==> src/rtl/scalar_wb_arbiter_if.sv <==
// Writeback bus between the ALU/load requesters, decode issue logic and the
// register file write-port arbiter.
interface scalar_wb_arbiter_if #(
    parameter int DATA_W = 16,
    parameter int ADDR_W = 3
);
    localparam int NREG = 2 ** ADDR_W;

    logic              alu_req;
    logic [ADDR_W-1:0] alu_dst;
    logic [DATA_W-1:0] alu_data;
    logic              alu_gnt;
    logic              mem_req;
    logic [ADDR_W-1:0] mem_dst;
    logic [DATA_W-1:0] mem_data;
    logic              mem_gnt;
    logic              hold;
    logic              flush;
    logic              issue_en;
    logic [ADDR_W-1:0] issue_dst;
    logic [NREG-1:0]   busy;
    logic              wr_en;
    logic [ADDR_W-1:0] wr_dst;
    logic [DATA_W-1:0] wr_data;

    modport master (
        output alu_req, alu_dst, alu_data, mem_req, mem_dst, mem_data,
               hold, flush, issue_en, issue_dst,
        input  alu_gnt, mem_gnt, busy, wr_en, wr_dst, wr_data
    );

    modport slave (
        input  alu_req, alu_dst, alu_data, mem_req, mem_dst, mem_data,
               hold, flush, issue_en, issue_dst,
        output alu_gnt, mem_gnt, busy, wr_en, wr_dst, wr_data
    );
endinterface

==> src/rtl/scalar_wb_arbiter.sv <==
// Round-robin arbiter for the scalar register file write port, plus the
// per-register pending-write scoreboard used by decode for stall decisions.
module scalar_wb_arbiter #(
    parameter int DATA_W = 16,
    parameter int ADDR_W = 3
) (
    input logic               clk,
    input logic               rst,
    scalar_wb_arbiter_if.slave bus
);
    localparam int NREG = 2 ** ADDR_W;

    typedef enum logic {
        PRIO_ALU = 1'b0,
        PRIO_MEM = 1'b1
    } prio_t;

    prio_t             prio;
    logic              blocked;
    logic              alu_win;
    logic              mem_win;
    logic              wr_en_q;
    logic [ADDR_W-1:0] wr_dst_q;
    logic [DATA_W-1:0] wr_data_q;
    logic [NREG-1:0]   busy_q;
    logic [NREG-1:0]   busy_next;

    // prio only breaks ties; a lone requester always wins unless blocked.
    always_comb begin
        blocked = rst | bus.hold | bus.flush;
        alu_win = !blocked && bus.alu_req && (!bus.mem_req || prio == PRIO_ALU);
        mem_win = !blocked && bus.mem_req && (!bus.alu_req || prio == PRIO_MEM);
    end

    // Writeback clear is applied before issue set so a same-edge re-issue keeps the bit.
    always_comb begin
        busy_next = busy_q;
        if (wr_en_q) busy_next[wr_dst_q] = 1'b0;
        if (bus.issue_en) busy_next[bus.issue_dst] = 1'b1;
        if (bus.flush) busy_next = '0;
    end

    always_ff @(posedge clk or posedge rst) begin
        if (rst) begin
            prio      <= PRIO_ALU;
            wr_en_q   <= 1'b0;
            wr_dst_q  <= '0;
            wr_data_q <= '0;
            busy_q    <= '0;
        end else begin
            busy_q  <= busy_next;
            wr_en_q <= alu_win | mem_win;
            if (alu_win) begin
                wr_dst_q  <= bus.alu_dst;
                wr_data_q <= bus.alu_data;
                prio      <= PRIO_MEM;
            end else if (mem_win) begin
                wr_dst_q  <= bus.mem_dst;
                wr_data_q <= bus.mem_data;
                prio      <= PRIO_ALU;
            end
        end
    end

    assign bus.alu_gnt = alu_win;
    assign bus.mem_gnt = mem_win;
    assign bus.wr_en   = wr_en_q;
    assign bus.wr_dst  = wr_dst_q;
    assign bus.wr_data = wr_data_q;
    assign bus.busy    = busy_q;
endmodule

==> src/flat_wrapper.sv <==
// flat-port wrapper written by rule: the top's interface ports become plain ports
module scalar_wb_arbiter_flat 
#(
    parameter int DATA_W = 16,
    parameter int ADDR_W = 3
)
  (clk, rst, bus_alu_req, bus_alu_dst, bus_alu_data, bus_mem_req, bus_mem_dst, bus_mem_data, bus_hold, bus_flush, bus_issue_en, bus_issue_dst, bus_alu_gnt, bus_mem_gnt, bus_busy, bus_wr_en, bus_wr_dst, bus_wr_data);
  scalar_wb_arbiter_if #(.DATA_W(DATA_W), .ADDR_W(ADDR_W)) bus_i ();
  input logic clk;
  input logic rst;
  input wire logic [$bits(bus_i.alu_req)-1:0] bus_alu_req;
  input wire logic [$bits(bus_i.alu_dst)-1:0] bus_alu_dst;
  input wire logic [$bits(bus_i.alu_data)-1:0] bus_alu_data;
  input wire logic [$bits(bus_i.mem_req)-1:0] bus_mem_req;
  input wire logic [$bits(bus_i.mem_dst)-1:0] bus_mem_dst;
  input wire logic [$bits(bus_i.mem_data)-1:0] bus_mem_data;
  input wire logic [$bits(bus_i.hold)-1:0] bus_hold;
  input wire logic [$bits(bus_i.flush)-1:0] bus_flush;
  input wire logic [$bits(bus_i.issue_en)-1:0] bus_issue_en;
  input wire logic [$bits(bus_i.issue_dst)-1:0] bus_issue_dst;
  output wire logic [$bits(bus_i.alu_gnt)-1:0] bus_alu_gnt;
  output wire logic [$bits(bus_i.mem_gnt)-1:0] bus_mem_gnt;
  output wire logic [$bits(bus_i.busy)-1:0] bus_busy;
  output wire logic [$bits(bus_i.wr_en)-1:0] bus_wr_en;
  output wire logic [$bits(bus_i.wr_dst)-1:0] bus_wr_dst;
  output wire logic [$bits(bus_i.wr_data)-1:0] bus_wr_data;
  assign bus_i.alu_req = bus_alu_req;
  assign bus_i.alu_dst = bus_alu_dst;
  assign bus_i.alu_data = bus_alu_data;
  assign bus_i.mem_req = bus_mem_req;
  assign bus_i.mem_dst = bus_mem_dst;
  assign bus_i.mem_data = bus_mem_data;
  assign bus_i.hold = bus_hold;
  assign bus_i.flush = bus_flush;
  assign bus_i.issue_en = bus_issue_en;
  assign bus_i.issue_dst = bus_issue_dst;
  assign bus_alu_gnt = bus_i.alu_gnt;
  assign bus_mem_gnt = bus_i.mem_gnt;
  assign bus_busy = bus_i.busy;
  assign bus_wr_en = bus_i.wr_en;
  assign bus_wr_dst = bus_i.wr_dst;
  assign bus_wr_data = bus_i.wr_data;
  scalar_wb_arbiter #(.DATA_W(DATA_W), .ADDR_W(ADDR_W)) u_core (.clk(clk), .rst(rst), .bus(bus_i));
endmodule
==> config.mk <==
export PLATFORM = sky130hd
export DESIGN_NAME = scalar_wb_arbiter_flat
export DESIGN_NICKNAME = d
export VERILOG_FILES = /design/src/rtl/scalar_wb_arbiter_if.sv /design/src/rtl/scalar_wb_arbiter.sv /design/src/flat_wrapper.sv
export SDC_FILE = /design/constraint.sdc
export NUM_CORES = 1
export LEC_CHECK = 0
export BUFFER_PORTS_ARGS = -buffer_cell sky130_fd_sc_hd__buf_2
export CORE_UTILIZATION = 48
export DETAILED_ROUTE_END_ITERATION = 8
export PLACE_DENSITY = 0.84
export REMOVE_ABC_BUFFERS = 1
export SYNTH_ARGS = -nofsm -noshare
export SYNTH_HDL_FRONTEND = slang
export SYNTH_SLANG_ARGS = --single-unit
==> constraint.sdc <==
create_clock -name clk -period 2.03 [get_ports clk]
set_clock_uncertainty 0.1 [all_clocks]
set_input_delay 0.203 -clock clk [delete_from_list [all_inputs] [get_ports clk]]
set_output_delay 0.203 -clock clk [all_outputs]
set_load 0.02 [all_outputs]
After elaboration in Yosys (flattened, before gate mapping)
Index checks and enable logic that the tools add are counted.

Mux-type cells: 13. Bitwise logic cells: 7. Order comparisons: 4. Reduce and logical (&&, ||, !) cells: 12.

Operator list (count): 16-bit 2-to-1 mux (2); 8-bit 2-to-1 mux (3); 8-bit bitwise AND (1); 3-bit by 4-bit < comparator with 1-bit output, second input constant (2); 8-bit NOT (1); 8-bit OR (1); 1-bit demux with 3-bit select (2); 3-bit by 1-bit greater-or-equal comparator with 1-bit output, second input constant (2); 1-bit logical AND (6); 3-bit 2-to-1 mux (2); 1-bit 2-to-1 mux (4); 1-bit logical NOT (3); 1-bit OR (3); 1-bit logical OR (2); 2-bit nonzero test (1); 1-bit NOT (1).

Logic and storage cells: 41. Flip-flop bits (word level): 29.

Longest topological paths before layout
Word-level depth: 10. Depth in mapped cells: 5. Depth with buffers taken out: 3.

Worst setup path before layout
No wires, ideal clock.

Kind: in2out. Start point: in bus_flush. End point: out bus_alu_gnt. Cell stages on the path: 4. Required time: 1.727 ns. Data arrival time: 1.157 ns. Path slack: 0.570 ns. Path through: buf_6 or3_4 buf_6 nor2_1.

Longest elaborated chain between the ends: 4.

Ends and longest elaborated chain: start, declared (line flat_wrapper.sv:18) `input wire logic [$bits(bus_i.flush)-1:0] bus_flush;`; 1-bit OR (line scalar_wb_arbiter.sv:30) `blocked = rst | bus.hold | bus.flush;`; 1-bit logical NOT (line scalar_wb_arbiter.sv:31) `alu_win = !blocked && bus.alu_req && (!bus.mem_req || prio == PRIO_ALU);`; 1-bit logical AND (2 in a row) (line scalar_wb_arbiter.sv:31); end, declared (line flat_wrapper.sv:21) `output wire logic [$bits(bus_i.alu_gnt)-1:0] bus_alu_gnt;`.

No other way between the ends.

Final worst setup path
Start point: in rst. End point: out bus_alu_gnt.

Longest elaborated chain between the ends: 5.

Ends and longest elaborated chain: start, declared (line flat_wrapper.sv:10) `input logic rst;`; 1-bit OR (2 in a row) (line scalar_wb_arbiter.sv:30); 1-bit logical NOT (line scalar_wb_arbiter.sv:31); 1-bit logical AND (2 in a row) (line scalar_wb_arbiter.sv:31).

No other way between the ends.

==> impl_metrics.csv <==
group,metric,value,unit
outcome,status,"finished, violations left",
outcome,violations,"DRC",
hold_path,min-delay-path-class,"in -> reg",
route,routed_wl,3977,um
synthesis,async_reset_ff_share,100.0,%
cts,cts_sinks,29,
synthesis,postSynthCellCount,165,
cts,cts_setup_buffers,0,
global_route,grt_pass1_wl,6782,um
route,detail-route-antenna-nets,0,
cts,clk_pin_slew_worst_paths,0.09,ns
pwr,vdd_ir_drop_max,0.0004996,V
synthesis,synthTopCellsByArea,"dfrtp_1, a21oi_1, a31oi_1",
placement,gp_congestion,0.9356,
worst_setup_path,rr_startpoint,"u_core.prio",
global_route,grt_overflow,0,
route,drtPass1Iterations,6,
final_layout,fin_nets,288,
floorplanning,initial_core_util,52.41,%
sta,finalSetupTns,0,ns
synthesis,synth.most_common_cell,"dfrtp_1",
worst_setup_path,critPathCaptureType,"output pin",
final_layout,regArea,725.7,sq um
sta,fin_ws,0.07792,ns
synthesis,yosys_most_used_dff,"dfrtp_1",
sta,slew_viol_final,0,
synthesis,avgSynthCellArea,9.062,sq um
placement,place_ws,0.3735,ns
worst_setup_path,start_kind,"primary input",
synthesis,yosysWarnings,0,
floorplanning,dieArea,3342,sq um
final_layout,fillers,239,
cts,root_buffer,"clkbuf_4",
route,wl_per_cell,14.62,um
sta,finalCritPeriodShare,96.16,%
cts,insertion_delay,0.32,ns
placement,hpwlAfterDp,2833,um
route,drc,5,
pwr,power_leakage,0.8899,nW
worst_setup_path,critPathArrivalTime,1.65,ns
sta,fmax,512.3,MHz
cts,numCtsBuffers,5,
cts,htreeDepth,2,
placement,numPortBuffers,77,
floorplanning,die_w,57.81,um
route,drt_iter0_drc,124,
global_route,antenna_found_initial,0,
global_route,grt_pass1_vias,1429,
sta,slew-limit-headroom,53.99,%
floorplanning,dieHeight,57.81,um
final_layout,area_delta_synth_final,29.46,%
synthesis,synth_edf_count,0,
job,drv_cap,0,
synthesis,synth.top_cells.by_count,"dfrtp_1, a21oi_1, nand3_1, a31oi_1, o21ai_1",
sta,finalHoldViolations,0,
synthesis,synth_area,1495,sq um
synthesis,netlist.area_leader.share,48.54,%
worst_setup_path,cp-startpoint,"rst",
route,drt-vias-per-instance,5.732,
synthesis,synth_top_area_cell,"dfrtp_1",
floorplanning,io_pins,78,
sta,tightestPinTransition,0.6901,ns
synthesis,synth_seq_cells,29,
cts,cts.path.max_buffers,2,
global_route,grt_max_degree,41,
cts,cts_tree,"yes",
hold_path,hp-start,"bus_mem_req",
worst_setup_path,required,1.73,ns
worst_setup_path,cp_max_fo,21,
sta,grt_setup_unrepaired,"false",
worst_setup_path,path_class,"in -> out",
synthesis,synth_seq_area_share,48.54,%
global_route,grt_use_total,27.12,%
synthesis,synthDistinctLibCells,23,
floorplanning,coreArea,2853,sq um
final_layout,antenna_cells,0,
final_layout,drive_above_1_share,38.17,%
pwr,powerDensity,824.5,nW/um^2
sta,post-route-min-period,1.952,ns
final_layout,multi_input_area,668.1,sq um
floorplanning,row_count,19,
route,dr_total_vias,1559,
sta,setup_viol,0,
-- worst max-delay path: stages --
cell and delay, ns:
dlygate4sd3_1 0.54, buf_2 0.15, or3_4 0.45, nor2_1 0.13, buf_2 0.17
-- cells in the final DEF (no fill, tap or decap), drive strengths merged --
cell | Yosys | final
nor2 | 3 | 3
clkinv | 0 | 1
nand3 | 23 | 23
nand2 | 5 | 5
or2 | 1 | 1
clkbuf | 1 | 7
a31oi | 20 | 20
dfrtp | 29 | 29
o31ai | 2 | 2
or3 | 1 | 1
buf | 13 | 81
and2 | 1 | 1
dlygate4sd3 | 0 | 1
inv | 2 | 2
a21boi | 1 | 1
nor2b | 3 | 3
a21oi | 28 | 28
o21ai | 26 | 26
nor3 | 1 | 1
a21bo | 1 | 1
nand4 | 1 | 1
nand2b | 3 | 3
-- timing repair --
item | in CTS | in global routing
resized for setup | 0 | 0
endpoints found under the setup margin | 0 | 0
hold endpoints to repair | 18 | 0
hold buffers | 1 | 0
-- through the flow --
| stage | util (%) | cell area (sq um) | instances | total power (W) | hold slack (ns) |
|---|---|---|---|---|---|
| floorplan | - | 1401 | 151 | 0.001006 | 0.1661 |
| global placement | 65.04 | 1856 | 263 | 0.001192 | 0.2790 |
| finish | 67.85 | 1936 | 272 | 0.001596 | 0.03423 |
| global route | 67.85 | 1936 | 272 | 0.001684 | 0.02001 |
| detailed placement | 65.04 | 1856 | 263 | 0.001206 | 0.2844 |
| CTS | 67.85 | 1936 | 272 | 0.001601 | 0.02327 |
-- flip-flops by register name (all words and copies together) (netlist names) --
name	count
u_core.bus.wr_data	16
u_core.bus.busy	8
u_core.bus.wr_dst	3
u_core.bus.wr_en	1
u_core.prio	1
-- kinds of logic (layout without fill, tap and decap cells) --
kind of cell / Yosys count / after routing / synth area share [%]
flip-flops: 29 / 29 / 48.54
AND/OR/NAND/NOR: 42 / 42 / 15.32
buffers and inverters: 16 / 92 / 6.778
AO/OA/AOI/OAI: 78 / 78 / 29.37
-- layout make-up --
cell class	count	area share [%]
tap	31	2.004
multi-input combinational	120	34.52
clock buffer	7	3.361
clock inverter	1	0.2586
inverter	2	0.3878
sequential	29	37.49
timing repair buffer	82	21.98
-- path summary, 6_finish.rpt --
kind,to,depth (start not counted),slack (ns)
setup / recovery,bus_alu_gnt,5,0.08
hold / removal,u_core.prio,2,0.03
setup reg to reg,u_core.bus.wr_data[2],4,0.43
hold reg to reg,u_core.bus.busy[5],2,0.45
max in group asynchronous,u_core.bus.wr_data[0],4,0.74
min in group asynchronous,u_core.bus.wr_dst[2],3,0.47
-- metal layers --
| metal | vias up | GRT usage [%] | wire length (um) |
|---|---|---|---|
| met5 | - | 0 | 0 |
| met4 | 0 | 13.27 | 88 |
| met3 | 9 | 5.357 | 349 |
| met2 | 82 | 41.22 | 1896 |
| met1 | 706 | 37.28 | 1642 |
| li1 | 762 | - | - |
-- where the power goes --
part           internal (W)  leakage (nW)  switching [W]
clock              0.000200        0.0413       0.000198
sequential         0.000666         0.345      0.0000742
combinational      0.000171         0.504       0.000286
Note: power is estimated with default switching activity, not from simulation.
